==> src/rtl/calc_pkg.sv <==
// Shared opcode and FSM encodings for the calculator frame driver.
// Also holds the small helpers that map a state to its handshake outputs.
package calc_pkg;

  typedef enum logic [2:0] {
    OP_ADD    = 3'b000,
    OP_SUB    = 3'b001,
    OP_MULT   = 3'b010,
    OP_DIV    = 3'b011,
    OP_EXP    = 3'b100,
    OP_SQUARE = 3'b101,
    OP_NEG    = 3'b110,
    OP_OR     = 3'b111
  } opcode_e;

  typedef enum logic [2:0] {
    ST_IDLE     = 3'd0,
    ST_GET_A    = 3'd1,
    ST_GET_B    = 3'd2,
    ST_EXEC     = 3'd3,
    ST_SEND_HI  = 3'd4,
    ST_SEND_LO  = 3'd5,
    ST_SEND_FLG = 3'd6
  } state_e;

  localparam int          WAIT_W         = 4;
  localparam logic [15:0] DIVZERO_RESULT = 16'hFFFF;

  function automatic logic [7:0] flag_byte(input logic divz, input logic zero,
                                           input logic carry);
    return {5'b0, divz, zero, carry};
  endfunction

  function automatic logic takes_input(input state_e s);
    return (s == ST_IDLE) || (s == ST_GET_A) || (s == ST_GET_B);
  endfunction

  function automatic logic is_send(input state_e s);
    return (s == ST_SEND_HI) || (s == ST_SEND_LO) || (s == ST_SEND_FLG);
  endfunction

endpackage

==> src/rtl/calc_frame_driver.sv <==
// Byte-stream front end for an external calculator: collects a 3-byte request,
// drives the ALU for EXEC_WAIT cycles, and returns a 3-byte response.
module calc_frame_driver
  import calc_pkg::*;
#(
  parameter int unsigned EXEC_WAIT = 1
) (
  input  logic        clk,
  input  logic        rst,
  input  logic        in_valid,
  output logic        in_ready,
  input  logic [7:0]  in_data,
  output logic [2:0]  alu_opcode,
  output logic [7:0]  alu_a,
  output logic [7:0]  alu_b,
  input  logic [15:0] alu_out,
  input  logic        alu_carry,
  input  logic        alu_zero,
  output logic        out_valid,
  input  logic        out_ready,
  output logic [7:0]  out_data,
  output logic        busy,
  output logic        err
);

  state_e              state_q, state_d;
  logic                in_ready_q, out_valid_q, busy_q, err_q;
  logic [7:0]          out_data_q;
  logic [2:0]          op_q;
  logic [7:0]          a_q;
  logic [2:0]          alu_opcode_q;
  logic [7:0]          alu_a_q, alu_b_q;
  logic [7:0]          result_lo_q;
  logic                divz_q, zero_q, carry_q;
  logic [WAIT_W-1:0]   wait_q;

  logic in_fire, out_fire, bad_op, div_by_zero, exec_done;

  always_comb begin
    in_fire     = in_valid && in_ready_q;
    out_fire    = out_valid_q && out_ready;
    bad_op      = |in_data[7:3];
    div_by_zero = (op_q == OP_DIV) && (in_data == 8'h00);
    exec_done   = (wait_q == '0);

    state_d = state_q;
    unique case (state_q)
      ST_IDLE:     if (in_fire && !bad_op) state_d = ST_GET_A;
      ST_GET_A:    if (in_fire) state_d = ST_GET_B;
      ST_GET_B:    if (in_fire) state_d = div_by_zero ? ST_SEND_HI : ST_EXEC;
      ST_EXEC:     if (exec_done) state_d = ST_SEND_HI;
      ST_SEND_HI:  if (out_fire) state_d = ST_SEND_LO;
      ST_SEND_LO:  if (out_fire) state_d = ST_SEND_FLG;
      ST_SEND_FLG: if (out_fire) state_d = ST_IDLE;
      default:     state_d = ST_IDLE;
    endcase
  end

  // Handshake outputs are registered from the next state so they line up with state_q.
  always_ff @(posedge clk) begin
    if (rst) begin
      state_q      <= ST_IDLE;
      in_ready_q   <= 1'b1;
      out_valid_q  <= 1'b0;
      busy_q       <= 1'b0;
      err_q        <= 1'b0;
      out_data_q   <= '0;
      op_q         <= '0;
      a_q          <= '0;
      alu_opcode_q <= '0;
      alu_a_q      <= '0;
      alu_b_q      <= '0;
      result_lo_q  <= '0;
      divz_q       <= 1'b0;
      zero_q       <= 1'b0;
      carry_q      <= 1'b0;
      wait_q       <= '0;
    end else begin
      state_q     <= state_d;
      in_ready_q  <= takes_input(state_d);
      out_valid_q <= is_send(state_d);
      busy_q      <= (state_d != ST_IDLE);
      err_q       <= (state_q == ST_IDLE) && in_fire && bad_op;

      unique case (state_q)
        ST_IDLE: begin
          if (in_fire && !bad_op) op_q <= in_data[2:0];
        end
        ST_GET_A: begin
          if (in_fire) a_q <= in_data;
        end
        ST_GET_B: begin
          if (in_fire) begin
            alu_opcode_q <= op_q;
            alu_a_q      <= a_q;
            alu_b_q      <= in_data;
            wait_q       <= WAIT_W'(EXEC_WAIT - 1);
            if (div_by_zero) begin
              result_lo_q <= DIVZERO_RESULT[7:0];
              out_data_q  <= DIVZERO_RESULT[15:8];
              divz_q      <= 1'b1;
              zero_q      <= 1'b0;
              carry_q     <= 1'b0;
            end
          end
        end
        ST_EXEC: begin
          if (exec_done) begin
            result_lo_q <= alu_out[7:0];
            out_data_q  <= alu_out[15:8];
            divz_q      <= 1'b0;
            zero_q      <= alu_zero;
            carry_q     <= alu_carry;
          end else begin
            wait_q <= wait_q - WAIT_W'(1);
          end
        end
        ST_SEND_HI: begin
          if (out_fire) out_data_q <= result_lo_q;
        end
        ST_SEND_LO: begin
          if (out_fire) out_data_q <= flag_byte(divz_q, zero_q, carry_q);
        end
        ST_SEND_FLG: begin
          if (out_fire) out_data_q <= '0;
        end
        default: ;
      endcase
    end
  end

  assign in_ready   = in_ready_q;
  assign out_valid  = out_valid_q;
  assign out_data   = out_data_q;
  assign busy       = busy_q;
  assign err        = err_q;
  assign alu_opcode = alu_opcode_q;
  assign alu_a      = alu_a_q;
  assign alu_b      = alu_b_q;

endmodule

==> config.mk <==
export PLATFORM = sky130hd
export DESIGN_NAME = calc_frame_driver
export DESIGN_NICKNAME = d
export VERILOG_FILES = /design/src/rtl/calc_pkg.sv /design/src/rtl/calc_frame_driver.sv
export SDC_FILE = /design/constraint.sdc
export NUM_CORES = 1
export LEC_CHECK = 0
export ABC_AREA = 1
export CAP_MARGIN = 20
export CORE_MARGIN = 1.5
export CORE_UTILIZATION = 67
export CTS_CLUSTER_DIAMETER = 80
export DETAILED_ROUTE_END_ITERATION = 8
export DONT_BUFFER_PORTS = 1
export PLACE_DENSITY = 0.86
export SLEW_MARGIN = 20
export SYNTH_ARGS = -nofsm -noshare
export SYNTH_HDL_FRONTEND = slang
export SYNTH_SLANG_ARGS = --single-unit
==> constraint.sdc <==
create_clock -name clk -period 2.4 [get_ports clk]
set_input_delay 0.24 -clock clk [delete_from_list [all_inputs] [get_ports clk]]
set_output_delay 0.24 -clock clk [all_outputs]
set_load 0.02 [all_outputs]
==> results_dict.tcl <==
set metrics [dict create \
    outcome "completed" \
    crit_arrival_ps 2070 \
    dieArea_sq_mm 0.00424 \
    tightestPinTransition_ps 415 \
    grt_max_degree 35 \
    worstSetupStartpointType "flip-flop" \
    path_clk_slew_ps 60 \
    ys_ff_latch 60 \
    grt_pass1_wl_um 9100 \
    cts_made_buffers 9 \
    grt_antenna_before_repair 0 \
    syn-cell-area_sq_mm 0.00259 \
    cts_hold_buf 1 \
    tritoncts "done" \
    first_global_vias 1994 \
    drive_above_1_share 0.0697 \
    path_max_fanout 27 \
    seq_area_frac_synth 0.464 \
    nNetsFinal 404 \
    port_buffers 0 \
    setup_ws_ps 550 \
    die_h_um 65.1 \
    ys_types 25 \
    yosys_warnings 0 \
    ant_nets 0 \
    power.total_w 0.00178 \
    place_ws_ps 563 \
    maxSlewHeadroom 0.723 \
    cap_violations 0 \
    placed_area_sq_mm 0.00261 \
    core_area_sq_mm 0.00369 \
    cts-root-buf "clkbuf_8" \
    cts_sinks 60 \
    syn-num-nets 402 \
    cp_num_buf_inv 3 \
    overflow 0 \
    rows 22 \
    cellPowerDensity_mw_per_mm2 644 \
    critPathSlowestCell "dfxtp_1" \
    rsz0062_at_grt "false" \
    regArea_sq_mm 0.00120 \
    syn-instance-count 370 \
    viasPerCell 5.32 \
    clkLatencyLatePin_ps 330 \
    start_util 0.701 \
    drtPass1Iterations 5 \
    vias 2240 \
    cp_cell_sequence "nand2_1 > inv_1 > nand2_2 > inv_2 > nor2_2 > inv_1 > nand2_1 > nor2_1 > nor3_1" \
    peakVddDrop_v 0.000453 \
    detail_route.iter0.violations 177 \
    slowest_delay_ps 450 \
    fill_cells 295 \
    holdPathStages 2 \
    clock_skew_ps 6.47 \
    wl_per_cell_um 13.0 \
    stdcell_area_sq_mm 0.00277 \
    cts-resized-gates 0 \
    place_congestion 0.875 \
    fp.dieW_um 65.1 \
    cp-end-kind "flip-flop" \
    holdCritPathClass "input pin to flip-flop" \
    p_leak_nw 1.28 \
    drv_slew 0 \
    dpl.hpwl_um 3810 \
    cp.depth 9 \
    ioPinCount 61 \
    n_antenna_cell 0 \
    worst_r2r_path_depth 9 \
    path_class "flip-flop to flip-flop" \
    setup-violations-final 0 \
    multi_input_area_sq_mm 0.00116 \
    track_usage 0.281 \
    wl_um 5490 \
    min_period_over_period 0.771 \
    finalCriticalPeriod_ps 1850 \
    hold_viol 0 \
    fmax_mhz 540 \
    syn-mean-instance-area_sq_um 6.99 \
    worstPathRequired_ps 2620 \
    postCtsSetupBuffers 0 \
    htree_levels 3 \
    drc_errors 0 \
    area_delta_synth_final_pct 7.01 \
    setup_tns_ps 0 \
    clock_path_buffers 2 \
    cpLargestDelayFamily "buffers and inverters" \
]
==> placed cells by master, fill, tap and decap left out <==
master / count
nand2_1: 64
or2_2: 1
nor2_1: 77
ha_1: 2
nor3_1: 3
nor2_2: 3
nor3_4: 1
a21oi_4: 1
clkbuf_1: 2
buf_4: 3
nand4_1: 2
and2_1: 1
o21ai_0: 35
or2_0: 6
o21ai_2: 1
clkbuf_8: 10
inv_2: 4
nand3_1: 29
dfxtp_1: 60
a211oi_1: 4
inv_1: 42
dlygate4sd3_1: 1
nand2_2: 1
or2_1: 1
nor2_4: 1
a21oi_1: 18
==> final timing paths <==
path / startpoint / end / slack (ps)
worst max-delay path: in_ready / wait_q[2] / 550
worst min-delay path: alu_zero / zero_q / 60
worst max register to register: in_ready / wait_q[2] / 550
worst min register to register: a_q[1] / a_q[1] / 480
==> power breakdown <==
group          leakage [nW]  internal [W]  total [W]  switching, W
registers             0.484       0.00100    0.00101    0.00000921
logic                 0.720     0.0000171  0.0000562     0.0000390
clock network        0.0743      0.000380   0.000713      0.000333
==> through the flow <==
stage               hold WS [ps]  utilization  instances
global route                56.3        0.750        421
global placement             311        0.708        408
finish                      63.4        0.750        421
floorplan                    309            -        370
CTS                         48.6        0.750        421
detailed placement           312        0.708        408
==> per-layer routing <==
metal / GRT usage / share of wire / vias up / wire length (um)
li1: - / - / 1164 / -
met1: 0.398 / 0.48 / 984 / 2620
met2: 0.397 / 0.44 / 88 / 2400
met3: 0.0736 / 0.081 / 4 / 445
met4: 0.141 / 0.0053 / 0 / 29
met5: 0 / 0 / - / 0
==> synthesized netlist by cell type <==
master | n | area share
nor2_1 | 77 | 0.11
nand2_1 | 64 | 0.093
dfxtp_1 | 60 | 0.46
inv_1 | 42 | 0.061
o21ai_0 | 35 | 0.068
nand3_1 | 29 | 0.056
a21oi_1 | 18 | 0.035
buf_2 | 6 | 0.012
or2_0 | 6 | 0.015
clkbuf_1 | 5 | 0.0073
a211oi_1 | 4 | 0.012
inv_2 | 4 | 0.0058
nor2_2 | 3 | 0.0073
nor3_1 | 3 | 0.0058
buf_1 | 2 | 0.0029
ha_1 | 2 | 0.0097
nand4_1 | 2 | 0.0048
a21oi_4 | 1 | 0.0063
and2_1 | 1 | 0.0024
nand2_2 | 1 | 0.0024
nor2_4 | 1 | 0.0044
nor3_4 | 1 | 0.0063
o21ai_2 | 1 | 0.0034
or2_1 | 1 | 0.0024
or2_2 | 1 | 0.0024
==> logic make-up after synthesis <==
family,Yosys count,synth area share
adder cells (fa/ha/maj),2,0.00967
AO/OA/AOI/OAI,59,0.124
flip-flops,60,0.464
AND/OR/NAND/NOR,190,0.314
buffers and inverters,59,0.0885
==> state kept, by name (all words and copies together) (netlist names) <==
signal	cells
a_q	8
alu_a	8
alu_b	8
out_data	8
result_lo_q	8
wait_q	4
alu_opcode	3
op_q	3
state_q	3
busy	1
carry_q	1
divz_q	1
err	1
in_ready	1
out_valid	1
zero_q	1
==> cell type report <==
type | count | share of cell area
flip-flops and latches | 60 | 0.434
inverters | 46 | 0.0624
clock buffers | 12 | 0.0524
well taps | 48 | 0.0217
repair buffers | 4 | 0.0118
multi-input cells | 251 | 0.418
(Power assumes the default switching activity.)
